$ cat config.mk
export PLATFORM = sky130hd
export DESIGN_NAME = run_host_flat
export DESIGN_NICKNAME = d
export VERILOG_FILES = /design/src/rtl/run_host_if.sv /design/src/rtl/run_host.sv /design/src/flat_wrapper.sv
export SDC_FILE = /design/constraint.sdc
export NUM_CORES = 1
export LEC_CHECK = 0
export ABC_AREA = 0
export BUFFER_PORTS_ARGS = -buffer_cell sky130_fd_sc_hd__buf_2
export CAP_MARGIN = 20
export CORE_MARGIN = 2
export CORE_UTILIZATION = 27
export DETAILED_ROUTE_END_ITERATION = 10
export PLACE_DENSITY = 0.53
export SLEW_MARGIN = 20
export SYNTH_ARGS = -nofsm -noshare
export SYNTH_HDL_FRONTEND = slang
export SYNTH_SLANG_ARGS = --single-unit
$ cat constraint.sdc
create_clock -name clk -period 1.8 [get_ports clk]
set_input_delay 0 -clock clk [delete_from_list [all_inputs] [get_ports clk]]
set_output_delay 0 -clock clk [all_outputs]
set_load 0.01 [all_outputs]
$ cat src/rtl/run_host_if.sv
// Host-side run controller bus: load stream, core handshake, data-memory port, result stream, status.
interface run_host_if #(
  parameter int unsigned AW = 8,
  parameter int unsigned DW = 8,
  parameter int unsigned CW = 16
);
  logic          start;
  logic [AW-1:0] rd_base;
  logic [AW:0]   rd_len;

  logic          ld_valid;
  logic [AW-1:0] ld_addr;
  logic [DW-1:0] ld_data;
  logic          ld_last;
  logic          ld_ready;

  logic          core_hold;
  logic          core_req;
  logic          core_done;

  logic          mem_sel;
  logic          mem_wr_en;
  logic [AW-1:0] mem_addr;
  logic [DW-1:0] mem_wdata;
  logic [DW-1:0] mem_rdata;

  logic          out_valid;
  logic [DW-1:0] out_data;
  logic          out_last;
  logic          out_ready;

  logic          busy;
  logic          fin;
  logic          timed_out;
  logic [CW-1:0] cycle_count;

  // Controller side
  modport master (
    input  start, rd_base, rd_len,
    input  ld_valid, ld_addr, ld_data, ld_last,
    input  core_done, mem_rdata, out_ready,
    output ld_ready, core_hold, core_req,
    output mem_sel, mem_wr_en, mem_addr, mem_wdata,
    output out_valid, out_data, out_last,
    output busy, fin, timed_out, cycle_count
  );

  // Host / core / memory side
  modport slave (
    output start, rd_base, rd_len,
    output ld_valid, ld_addr, ld_data, ld_last,
    output core_done, mem_rdata, out_ready,
    input  ld_ready, core_hold, core_req,
    input  mem_sel, mem_wr_en, mem_addr, mem_wdata,
    input  out_valid, out_data, out_last,
    input  busy, fin, timed_out, cycle_count
  );
endinterface

$ cat src/rtl/run_host.sv
// Run controller: preload data memory, kick the core, time the run, drain a result window.
module run_host #(
  parameter int unsigned AW      = 8,
  parameter int unsigned DW      = 8,
  parameter int unsigned CW      = 16,
  parameter int unsigned TIMEOUT = 4096
) (
  input  logic       clk,
  input  logic       reset,
  run_host_if.master bus
);
  localparam int unsigned   RW       = AW + 1;
  localparam logic [CW-1:0] CNT_LAST = CW'(TIMEOUT - 1);

  typedef enum logic [2:0] {
    S_IDLE  = 3'd0,
    S_LOAD  = 3'd1,
    S_KICK  = 3'd2,
    S_RUN   = 3'd3,
    S_DRAIN = 3'd4,
    S_FIN   = 3'd5
  } state_e;

  state_e        state_q, state_d;
  logic [AW-1:0] ptr_q, ptr_d;
  logic [RW-1:0] rem_q, rem_d;
  logic [CW-1:0] cnt_q, cnt_d;
  logic          to_q, to_d;

  // State and datapath registers
  always_ff @(posedge clk or negedge reset) begin
    if (!reset) begin
      state_q <= S_IDLE;
      ptr_q   <= AW'(0);
      rem_q   <= RW'(0);
      cnt_q   <= CW'(0);
      to_q    <= 1'b0;
    end else begin
      state_q <= state_d;
      ptr_q   <= ptr_d;
      rem_q   <= rem_d;
      cnt_q   <= cnt_d;
      to_q    <= to_d;
    end
  end

  // Next state plus read window, cycle counter and timeout flag
  always_comb begin
    state_d = state_q;
    ptr_d   = ptr_q;
    rem_d   = rem_q;
    cnt_d   = cnt_q;
    to_d    = to_q;
    case (state_q)
      S_IDLE: begin
        if (bus.start) begin
          ptr_d   = bus.rd_base;
          rem_d   = bus.rd_len;
          cnt_d   = CW'(0);
          to_d    = 1'b0;
          state_d = S_LOAD;
        end
      end
      S_LOAD: begin
        // ld_ready is high throughout LOAD, so valid alone means accepted
        if (bus.ld_valid && bus.ld_last) state_d = S_KICK;
      end
      S_KICK: begin
        cnt_d   = CW'(0);
        state_d = S_RUN;
      end
      S_RUN: begin
        // done takes priority over a coincident timeout
        if (bus.core_done) begin
          state_d = S_DRAIN;
        end else if (cnt_q == CNT_LAST) begin
          to_d    = 1'b1;
          state_d = S_DRAIN;
        end else begin
          cnt_d = cnt_q + CW'(1);
        end
      end
      S_DRAIN: begin
        if (rem_q == RW'(0)) begin
          state_d = S_FIN;
        end else if (bus.out_ready) begin
          ptr_d = ptr_q + AW'(1);
          rem_d = rem_q - RW'(1);
          if (rem_q == RW'(1)) state_d = S_FIN;
        end
      end
      S_FIN:   state_d = S_IDLE;
      default: state_d = S_IDLE;
    endcase
  end

  // Outputs decoded from state; memory port and result stream pass through combinationally
  always_comb begin
    bus.ld_ready    = 1'b0;
    bus.core_hold   = 1'b1;
    bus.core_req    = 1'b0;
    bus.mem_sel     = 1'b1;
    bus.mem_wr_en   = 1'b0;
    bus.mem_addr    = AW'(0);
    bus.mem_wdata   = DW'(0);
    bus.out_valid   = 1'b0;
    bus.out_data    = DW'(0);
    bus.out_last    = 1'b0;
    bus.fin         = 1'b0;
    bus.busy        = (state_q != S_IDLE);
    bus.timed_out   = to_q;
    bus.cycle_count = cnt_q;
    case (state_q)
      S_LOAD: begin
        bus.ld_ready  = 1'b1;
        bus.mem_wr_en = bus.ld_valid;
        bus.mem_addr  = bus.ld_addr;
        bus.mem_wdata = bus.ld_data;
      end
      S_KICK: begin
        bus.core_hold = 1'b0;
        bus.mem_sel   = 1'b0;
        bus.core_req  = 1'b1;
      end
      S_RUN: begin
        bus.core_hold = 1'b0;
        bus.mem_sel   = 1'b0;
      end
      S_DRAIN: begin
        bus.mem_addr  = ptr_q;
        bus.out_valid = (rem_q != RW'(0));
        bus.out_data  = bus.mem_rdata;
        bus.out_last  = (rem_q == RW'(1));
      end
      S_FIN:   bus.fin = 1'b1;
      default: ;
    endcase
  end
endmodule

$ cat src/flat_wrapper.sv
// flat-port wrapper written by rule: the top's interface ports become plain ports
module run_host_flat 
#(
  parameter int unsigned AW      = 8,
  parameter int unsigned DW      = 8,
  parameter int unsigned CW      = 16,
  parameter int unsigned TIMEOUT = 4096
)
  (clk, reset, bus_start, bus_rd_base, bus_rd_len, bus_ld_valid, bus_ld_addr, bus_ld_data, bus_ld_last, bus_core_done, bus_mem_rdata, bus_out_ready, bus_ld_ready, bus_core_hold, bus_core_req, bus_mem_sel, bus_mem_wr_en, bus_mem_addr, bus_mem_wdata, bus_out_valid, bus_out_data, bus_out_last, bus_busy, bus_fin, bus_timed_out, bus_cycle_count);
  run_host_if #(.AW(AW), .DW(DW), .CW(CW)) bus_i ();
  input  logic clk;
  input  logic reset;
  input wire logic [$bits(bus_i.start)-1:0] bus_start;
  input wire logic [$bits(bus_i.rd_base)-1:0] bus_rd_base;
  input wire logic [$bits(bus_i.rd_len)-1:0] bus_rd_len;
  input wire logic [$bits(bus_i.ld_valid)-1:0] bus_ld_valid;
  input wire logic [$bits(bus_i.ld_addr)-1:0] bus_ld_addr;
  input wire logic [$bits(bus_i.ld_data)-1:0] bus_ld_data;
  input wire logic [$bits(bus_i.ld_last)-1:0] bus_ld_last;
  input wire logic [$bits(bus_i.core_done)-1:0] bus_core_done;
  input wire logic [$bits(bus_i.mem_rdata)-1:0] bus_mem_rdata;
  input wire logic [$bits(bus_i.out_ready)-1:0] bus_out_ready;
  output wire logic [$bits(bus_i.ld_ready)-1:0] bus_ld_ready;
  output wire logic [$bits(bus_i.core_hold)-1:0] bus_core_hold;
  output wire logic [$bits(bus_i.core_req)-1:0] bus_core_req;
  output wire logic [$bits(bus_i.mem_sel)-1:0] bus_mem_sel;
  output wire logic [$bits(bus_i.mem_wr_en)-1:0] bus_mem_wr_en;
  output wire logic [$bits(bus_i.mem_addr)-1:0] bus_mem_addr;
  output wire logic [$bits(bus_i.mem_wdata)-1:0] bus_mem_wdata;
  output wire logic [$bits(bus_i.out_valid)-1:0] bus_out_valid;
  output wire logic [$bits(bus_i.out_data)-1:0] bus_out_data;
  output wire logic [$bits(bus_i.out_last)-1:0] bus_out_last;
  output wire logic [$bits(bus_i.busy)-1:0] bus_busy;
  output wire logic [$bits(bus_i.fin)-1:0] bus_fin;
  output wire logic [$bits(bus_i.timed_out)-1:0] bus_timed_out;
  output wire logic [$bits(bus_i.cycle_count)-1:0] bus_cycle_count;
  assign bus_i.start = bus_start;
  assign bus_i.rd_base = bus_rd_base;
  assign bus_i.rd_len = bus_rd_len;
  assign bus_i.ld_valid = bus_ld_valid;
  assign bus_i.ld_addr = bus_ld_addr;
  assign bus_i.ld_data = bus_ld_data;
  assign bus_i.ld_last = bus_ld_last;
  assign bus_i.core_done = bus_core_done;
  assign bus_i.mem_rdata = bus_mem_rdata;
  assign bus_i.out_ready = bus_out_ready;
  assign bus_ld_ready = bus_i.ld_ready;
  assign bus_core_hold = bus_i.core_hold;
  assign bus_core_req = bus_i.core_req;
  assign bus_mem_sel = bus_i.mem_sel;
  assign bus_mem_wr_en = bus_i.mem_wr_en;
  assign bus_mem_addr = bus_i.mem_addr;
  assign bus_mem_wdata = bus_i.mem_wdata;
  assign bus_out_valid = bus_i.out_valid;
  assign bus_out_data = bus_i.out_data;
  assign bus_out_last = bus_i.out_last;
  assign bus_busy = bus_i.busy;
  assign bus_fin = bus_i.fin;
  assign bus_timed_out = bus_i.timed_out;
  assign bus_cycle_count = bus_i.cycle_count;
  run_host #(.AW(AW), .DW(DW), .CW(CW), .TIMEOUT(TIMEOUT)) u_core (.clk(clk), .reset(reset), .bus(bus_i));
endmodule
# [Yosys cells after proc, flatten, opt, wreduce, memory -nomap -nowiden]
# Index checks and enable logic that the tools add are counted.
[word_totals] ff_bits=37 inputBits=48 output_inout_bits=50 word_cells=72
[op_classes] addsub=3 n_eq_ne=17 n_mux=34 n_reduce_logical=13
[op_table] op="2-to-1 mux 16 bit" count=3
[op_table] op="case mux 16 bit (3 select lines)" count=1
[op_table] op="2-to-1 mux 8 bit" count=5
[op_table] op="case mux 8 bit (2 select lines)" count=2
[op_table] op="2-to-1 mux 9 bit" count=3
[op_table] op="2-to-1 mux 3 bit" count=7
[op_table] op="case mux 9 bit (2 select lines)" count=1
[op_table] op="adder 16 x 1 -> 16 bit (second input constant)" count=1
[op_table] op="== test 16 x 12 -> 1 bit (second input constant)" count=1
[op_table] op="case mux 3 bit (5 select lines)" count=1
[op_table] op="AND reduction 4 bit" count=3
[op_table] op="2-to-1 mux 1 bit" count=10
[op_table] op="!= test 2 bit (second input constant)" count=5
[op_table] op="== test 9 x 1 -> 1 bit (second input constant)" count=1
[op_table] op="zero test 9 bit" count=1
[op_table] op="nonzero test 9 bit" count=1
[op_table] op="subtractor 9 x 1 -> 9 bit (second input constant)" count=1
[op_table] op="adder 8 x 1 -> 8 bit (second input constant)" count=1
[op_table] op="== test 3 x 2 -> 1 bit (second input constant)" count=2
[op_table] op="== test 3 bit (second input constant)" count=2
[op_table] op="!= test 3 x 2 -> 1 bit (second input constant)" count=2
[op_table] op="nonzero test 3 bit" count=2
[op_table] op="AND reduction 5 bit" count=1
[op_table] op="!= test 2 x 1 -> 1 bit (second input constant)" count=2
[op_table] op="other kinds (7)" count=8

# [Logic depth before layout (Yosys ltp)]
# Gate-level depths: netlist of the first run.
[depth] ltp_word=5 depth_mapped=8 depth_no_buf=6

# [Least setup slack after synthesis of the first run]
# No wires, ideal clock.
[synth_path] path_type="register -> register" start="register u_core.cnt_q[0] (netlist: u_core.bus.cycle_count[0])" end="register u_core.cnt_q[4] (netlist: u_core.bus.cycle_count[4])" setup_ps=136 arrival_time_ps=1971 t_required_ps=1664 setup_slack_ps=-307 path_stages_with_launch=8 n_path_buf=1 synth_period_minus_slack_ps=2107 path_cell_list="dfrtp_1 -> ha_1 -> nand2_1 -> or4_4 -> o21a_1 -> buf_4 -> a41oi_1 -> a31oi_1"
[synth_between] elab_chain_cells=4 word_cells_on_any_way=7 classes_between="add/sub: 1; eq/ne: 2; mux: 3; reduce/logical: 1"
[synth_rtl] item="from (decl)" line_no="run_host.sv:27" source="logic [CW-1:0] cnt_q, cnt_d;"
[synth_rtl] item="from (signal assigned)" line_no="run_host.sv:42" source="cnt_q <= cnt_d;"
[synth_rtl] item="adder 16 x 1 -> 16 bit" line_no="run_host.sv:80" source="cnt_d = cnt_q + CW'(1);"
[synth_rtl] item="2-to-1 mux 16 bit" line_no="run_host.sv:76" source="end else if (cnt_q == CNT_LAST) begin"
[synth_rtl] item="2-to-1 mux 16 bit" line_no="run_host.sv:74" source="if (bus.core_done) begin"
[synth_rtl] item="case mux 16 bit (3 select lines)" line_no="run_host.sv:54" source="case (state_q)"
# Several ways; a longest one is shown, not always the timed one. The select of a mux whose other input is x is not followed.
# A chain may end at the register's enable or synchronous reset.

# [Worst setup path in the final report of the first run]
[layout_path] start="register u_core.cnt_q[1] (netlist: u_core.bus.cycle_count[1])" end="register u_core.cnt_q[5] (netlist: u_core.bus.cycle_count[5])"
# Same word-level chain as after synthesis.

==> flow_metrics.env, run 1 <==
export IMPL_hp_class="in -> reg"
export IMPL_clk_path_buf_depth=2
export IMPL_rsz0062_at_grt="true"
export IMPL_ir_worst_vdd_mv=0.378
export IMPL_min_to="u_core.rem_q[1]$_DFFE_PN0P_"
export IMPL_critical_path_max_stage_delay_ps=480
export IMPL_grt_remaining_overflow=0
export IMPL_critPathArrivalTime_ps=2040
export IMPL_crit_chain="ha_2 > nand2_2 > or4_4 > o21a_4 > buf_12 > a41oi_2 > a31oi_1"
export IMPL_clk_latency_ps=290
export IMPL_cp_data_required_time_ps=1970
export IMPL_whs_ps=-1.35
export IMPL_portBuffers=97
export IMPL_syn_area_mm2=0.00241
export IMPL_layout_area_overhead_vs_synth_pct=61.3
export IMPL_syn_nets=344
export IMPL_violations="negative hold slack, negative setup slack"
export IMPL_cts_root_buf="clkbuf_8"
export IMPL_clock_sinks=37
export IMPL_grt_pass1_wl_um=12500
export IMPL_numCtsBuffers=5
export IMPL_cts_tree="built"
export IMPL_r2r_end="u_core.bus.cycle_count[5]$_DFFE_PN0P_"
export IMPL_slowest_stage="or4_4"
export IMPL_synth_edf_count=0
export IMPL_first_global_vias=2625
export IMPL_r2r_start="u_core.bus.cycle_count[1]$_DFFE_PN0P_"
export IMPL_detail_route_wl_per_cell_um=14.7
export IMPL_fin_crit_sh_pct=104
export IMPL_ios=98
export IMPL_start_util_pct=27.8
export IMPL_place_gp_congestion=0.838
export IMPL_synth_area_top_cells="dfrtp_1 (38%), nor2_1 (6.1%), o21ai_0 (5.0%), and3_1 (4.4%), a21oi_1 (3.9%)"
export IMPL_clock_skew_final_ps=7.39
export IMPL_finalMaxSlewViolations=0
export IMPL_p_leak_nw=1.96
export IMPL_dp_final_hpwl_um=5690
export IMPL_cp_start_kind="flip-flop"
export IMPL_p_int_w=0.00281
export IMPL_drive_gt1_share_pct=46.4
export IMPL_fp_dieW_um=98.5
export IMPL_p_total_w=0.00488
export IMPL_yosysUniqueCellTypes=45
export IMPL_ys_seq_area_share_pct=38.4
export IMPL_tightest_slew_ps=401
export IMPL_die_height_um=98.5
export IMPL_dieArea_mm2=0.00970
export IMPL_nFillCells=860
export IMPL_final_common_cell="buf_2"
export IMPL_netlist_top_cell_by_area="dfrtp_1"
export IMPL_viasPerCell=5.15
export IMPL_hold_path_startpoint="bus_rd_len[1]"
export IMPL_fmax_ghz=0.535
export IMPL_power_density_mw_per_mm2=1250
export IMPL_reg2reg_depth=7
export IMPL_maxCapViolations=0
export IMPL_rows=34
export IMPL_endpoint_kind="flip-flop"
export IMPL_crit_family="simple AND/OR/NAND/NOR gates"
export IMPL_path_max_fanout=5
export IMPL_pwr_share_clk_pct=11.9
export IMPL_nets=500
export IMPL_swShare_pct=42.4
export IMPL_multi_input_area_mm2=0.00157
export IMPL_outcome="finished with violations"
export IMPL_yosys_register_bits=37
export IMPL_htreeDepth=2
export IMPL_synthFlopType="dfrtp_1"
export IMPL_netlist_area_leader_share_pct=38.4
export IMPL_switching_power_w=0.00207
export IMPL_clkTransAtPathRegs_ps=80
export IMPL_n_antenna_cell=0
export IMPL_antenna_found_initial=0
export IMPL_min_path_cells=3
export IMPL_worst_path_buf_inv=1
export IMPL_grt_usage_pct=15.6
export IMPL_yosysWarnings=0
export IMPL_fin_ws_ps=-69.5
export IMPL_final_cell_mix="buf_2 (97), buf_4 (49), nor2_1 (38)"
export IMPL_syn_inst=291
export IMPL_core_mm2=0.00868
export IMPL_drcViolationCount=0
export IMPL_crit_type="reg -> reg"
export IMPL_rrSetupSlack_ps=-70
export IMPL_period_minus_slack_ps=1870
export IMPL_syn_avg_cell_area_um2=8.29
export IMPL_drt_iter0_drc=83
export IMPL_combPwrFrac_pct=60.4
export IMPL_antenna_left=0
export IMPL_async_flop_share_pct=100
export IMPL_max_slew_margin_pct=73.0
export IMPL_hold_viol_final=1
export IMPL_final_core_util_pct=44.8
export IMPL_seqPwrFrac_pct=27.8
export IMPL_grt_max_degree=34
export IMPL_vias=2865
export IMPL_seq_area_um2=930
export IMPL_firstDrtPassIters=4
export IMPL_routed_wl_um=8150
export IMPL_setup_violations=23
-- state kept, by name, summed over array words and instances (netlist names) --
signal	flops
u_core.rem_q	9
u_core.ptr_q	8
u_core.state_q	3
u_core.bus.timed_out	1
u_core.bus.cycle_count	16
-- layer usage --
layer / wire [um] / track usage (%) / share of wire, %
met1: 3600 / 20.9 / 44
met2: 4060 / 25.5 / 50
met3: 444 / 3.62 / 5.4
met4: 44 / 4.00 / 0.54
met5: 0 / 0 / 0
-- Yosys cell counts, drive strengths merged, types with 3 or more instances --
master,count
or3,3
o22a,7
inv,7
a31oi,14
nand2,14
and2,13
o21ai,26
a21oi,19
clkbuf,9
nor4,5
nor2,39
nor3,8
o21a,3
dfrtp,37
buf,8
nand3,13
and3,17
ha,5
a21o,3
a22o,9
nand4,3
or4,3
-- metrics by stage --
step / worst slack (ps) / instances / cell area, um2 / setup TNS, ps
global route: -189 / 556 / 3890 / -3550
detailed placement: -155 / 531 / 3420 / -2060
finish: -69.5 / 556 / 3890 / -750
CTS: -53.2 / 547 / 3650 / -369
floorplan: -109 / 291 / 2420 / -871
global placement: -166 / 531 / 3420 / -1660
-- worst register-to-register path, cell delays in order, from the launching register on --
cell     delay [ps]
dfrtp_1         370
ha_2            190
nand2_2          60
or4_4           480
o21a_4          260
buf_12          140
a41oi_2         180
a31oi_1          70
-- repair_timing --
action,CTS,global route
gates resized for setup,15,48
pin swaps,8,22
endpoints found under the hold margin,42,1
setup buffers,2,4
hold buffers,6,1
gates cloned,0,4
endpoints found under the setup margin,31,36
-- how the worst max path moves through the flow --
stage,from,end,slack [ps],cells past startpoint
after floorplan,u_core.bus.cycle_count[1]$_DFFE_PN0P_,u_core.bus.cycle_count[11]$_DFFE_PN0P_,-110,6
final,u_core.bus.cycle_count[1]$_DFFE_PN0P_,u_core.bus.cycle_count[5]$_DFFE_PN0P_,-70,7
after CTS,u_core.rem_q[7]$_DFFE_PN0P_,u_core.ptr_q[3]$_DFFE_PN0P_,-50,7
after detailed placement,u_core.rem_q[6]$_DFFE_PN0P_,u_core.ptr_q[3]$_DFFE_PN0P_,-150,7
after global routing,u_core.rem_q[6]$_DFFE_PN0P_,u_core.ptr_q[4]$_DFFE_PN0P_,-190,8
after global placement,u_core.rem_q[6]$_DFFE_PN0P_,u_core.ptr_q[4]$_DFFE_PN0P_,-170,7
-- power by group through the flow --
stage / Sequential, W / Combinational, W / Clock, W
after floorplan: 0.00126 / 0.00146 / 0
after global placement: 0.00132 / 0.00245 / 0
after detailed placement: 0.00133 / 0.00248 / 0
after CTS: 0.00132 / 0.00257 / 0.000604
after global routing: 0.00139 / 0.00323 / 0.000646
final: 0.00135 / 0.00294 / 0.000580
-- layout make-up --
cell class	instances	area share, %
clock buffers	6	1.87
flip-flops and latches	37	23.9
clock inverters	2	0.257
repair buffers	166	29.5
inverters	7	0.676
well taps	108	3.47
multi-input cells	230	40.3
-- cell families after synthesis --
family / Yosys count / synth area share (%)
and+or+nand+nor: 126 / 27.1
muxes: 2 / 0.882
AOI/OAI and AO/OA: 96 / 26.2
adders and majority gates: 5 / 2.59
DFF: 37 / 38.4
xor gates and xnor gates: 1 / 0.363
buffers and inverters: 24 / 4.46
Note: power is estimated with default switching activity, not from simulation.
==> run 2, diff against run 1 <==
--- a/config.mk
+++ b/config.mk
@@ -11,7 +11,7 @@
 export CORE_MARGIN = 2
 export CORE_UTILIZATION = 27
 export DETAILED_ROUTE_END_ITERATION = 10
-export PLACE_DENSITY = 0.53
+export PLACE_DENSITY = 0.51
 export SLEW_MARGIN = 20
 export SYNTH_ARGS = -nofsm -noshare
 export SYNTH_HDL_FRONTEND = slang
==> constraint.sdc (replaced) <==
create_clock -name clk -period 2.03 [get_ports clk]
set_input_delay 0 -clock clk [delete_from_list [all_inputs] [get_ports clk]]
set_output_delay 0 -clock clk [all_outputs]
set_load 0.01 [all_outputs]
==> run 2 against run 1 <==
Net effect: the flow finishes with violations (negative hold slack); core utilization shrank 5.6 points; via count is 5.4% lower; flip-flop and latch count did not move; clock skew is 7.5 ps higher; critical path depth fell by 1; first-iteration DRC count did not move; clock power up 15%; combinational power shrank 34%; count of clock-buffer cells in the layout down 1; highest routed layer unchanged.
==> flow_metrics.env, run 2 (synthesized netlist as in run 1, its figures left out) <==
export IMPL_outcome="finished with violations"
export IMPL_violations="negative hold slack"
export IMPL_rows=34
export IMPL_tightest_slew_ps=543
export IMPL_path_max_fanout=10
export IMPL_numCtsBuffers=5
export IMPL_antenna_left=0
export IMPL_start_util_pct=27.8
export IMPL_vias=2709
export IMPL_layout_area_overhead_vs_synth_pct=41.3
export IMPL_p_leak_nw=1.76
export IMPL_die_height_um=98.5
export IMPL_final_common_cell="buf_2"
export IMPL_grt_remaining_overflow=0
export IMPL_combPwrFrac_pct=51.0
export IMPL_setup_violations=0
export IMPL_p_int_w=0.00220
export IMPL_drive_gt1_share_pct=36.5
export IMPL_switching_power_w=0.00163
export IMPL_cts_root_buf="clkbuf_8"
export IMPL_clk_path_buf_depth=2
export IMPL_drcViolationCount=0
export IMPL_antenna_found_initial=0
export IMPL_htreeDepth=2
export IMPL_fp_dieW_um=98.5
export IMPL_detail_route_wl_per_cell_um=14.1
export IMPL_crit_type="reg -> reg"
export IMPL_cp_start_kind="flip-flop"
export IMPL_largest_reg_flops=16
export IMPL_critPathArrivalTime_ps=2090
export IMPL_critical_path_max_stage_delay_ps=590
export IMPL_fin_ws_ps=109
export IMPL_viasPerCell=5.14
export IMPL_clkTransAtPathRegs_ps=90
export IMPL_dp_slack_ps=51.6
export IMPL_hold_viol_final=2
export IMPL_rsz0062_at_grt="false"
export IMPL_drt_iter0_drc=83
export IMPL_power_density_mw_per_mm2=1120
export IMPL_routed_wl_um=7420
export IMPL_maxCapViolations=0
export IMPL_slowest_stage="or4_4"
export IMPL_setup_tns_final_ps=0
export IMPL_seqPwrFrac_pct=31.7
export IMPL_swShare_pct=42.6
export IMPL_clock_sinks=37
export IMPL_hp_class="in -> reg"
export IMPL_grt_usage_pct=15.2
export IMPL_n_antenna_cell=0
export IMPL_clk_latency_ps=300
export IMPL_cp_data_required_time_ps=2190
export IMPL_finalMaxSlewViolations=0
export IMPL_max_slew_margin_pct=63.4
export IMPL_cts_tree="built"
export IMPL_period_minus_slack_ps=1920
export IMPL_endpoint_kind="flip-flop"
export IMPL_place_gp_congestion=0.854
export IMPL_fin_crit_sh_pct=94.6
export IMPL_grt_pass1_wl_um=12200
export IMPL_fmax_ghz=0.520
export IMPL_dp_final_hpwl_um=5560
export IMPL_crit_chain="nand3_2 > or4_4 > o21a_1 > buf_4 > a41oi_1 > a31oi_1"
export IMPL_first_global_vias=2523
export IMPL_clock_skew_final_ps=14.9
export IMPL_firstDrtPassIters=4
export IMPL_grt_max_degree=26
export IMPL_portBuffers=97
export IMPL_core_mm2=0.00868
export IMPL_ir_worst_vdd_mv=0.352
export IMPL_nets=471
export IMPL_pwr_share_clk_pct=17.4
export IMPL_dieArea_mm2=0.00970
export IMPL_whs_ps=-2.55
export IMPL_ios=98
export IMPL_final_cell_mix="buf_2 (97), nor2_1 (39), dfrtp_1 (36)"
[run 2: repair_timing]
item / in CTS / in global routing
resized for setup: 0 / 3
setup endpoints to repair: 0 / 17
hold buffers: 5 / 0
hold endpoints to repair: 23 / 0
buffers inserted: 0 / 0
[run 2: critical path: cells and delay by family (launching register included)]
family | cells | cell delay [ps]
AOI/OAI and AO/OA | 3 | 510
buffers and inverters | 1 | 180
DFF | 1 | 400
and+or+nand+nor | 2 | 700
[run 2: power groups by stage]
stage	logic, W	clock network [W]	registers [W]
after global routing	0.00220	0.000726	0.00126
after CTS	0.00197	0.000685	0.00119
after global placement	0.00195	0	0.00120
after floorplan	0.00129	0	0.00112
after detailed placement	0.00195	0	0.00121
final	0.00195	0.000665	0.00121
[run 2: final cells by class]
class | count | area (um2)
clock inverters | 3 | 43.8
repair buffers | 137 | 798
flip-flops and latches | 37 | 927
fillers | 906 | 5270
multi-input cells | 230 | 1410
inverters | 7 | 26.3
well taps | 108 | 135
clock buffers | 5 | 68.8
[run 2: path summary, 6_finish.rpt]
check / start / slack, ps / cells past startpoint / endpoint
max: u_core.bus.cycle_count[5]$_DFFE_PN0P_ / 110 / 6 / u_core.bus.cycle_count[5]$_DFFE_PN0P_
min: bus_rd_len[8] / -3 / 3 / u_core.rem_q[8]$_DFFE_PN0P_
max reg2reg: u_core.bus.cycle_count[5]$_DFFE_PN0P_ / 110 / 6 / u_core.bus.cycle_count[5]$_DFFE_PN0P_
min reg2reg: u_core.rem_q[1]$_DFFE_PN0P_ / 530 / 2 / u_core.rem_q[1]$_DFFE_PN0P_
max in group asynchronous: reset / 1280 / 3 / u_core.bus.cycle_count[14]$_DFFE_PN0P_
min in group asynchronous: reset / 210 / 2 / u_core.ptr_q[1]$_DFFE_PN0P_
[run 2: layer usage]
layer	track usage (%)	vias to the layer above	share of wire, %
li1	-	1331	-
met1	21.4	1262	46
met2	23.7	103	46
met3	3.40	13	6.3
met4	4.43	0	1.4
met5	0	-	0
[run 2: per-stage QoR]
step	util [%]	std cells	hold slack (ps)	area [um2]	power, W
after global routing	39.3	527	15.8	3410	0.00418
after detailed placement	37.2	514	17.3	3220	0.00316
after global placement	37.2	514	18.0	3220	0.00315
after CTS	39.0	527	2.47	3390	0.00384
final	39.3	527	-2.55	3410	0.00383
after floorplan	-	291	-296	2410	0.00240
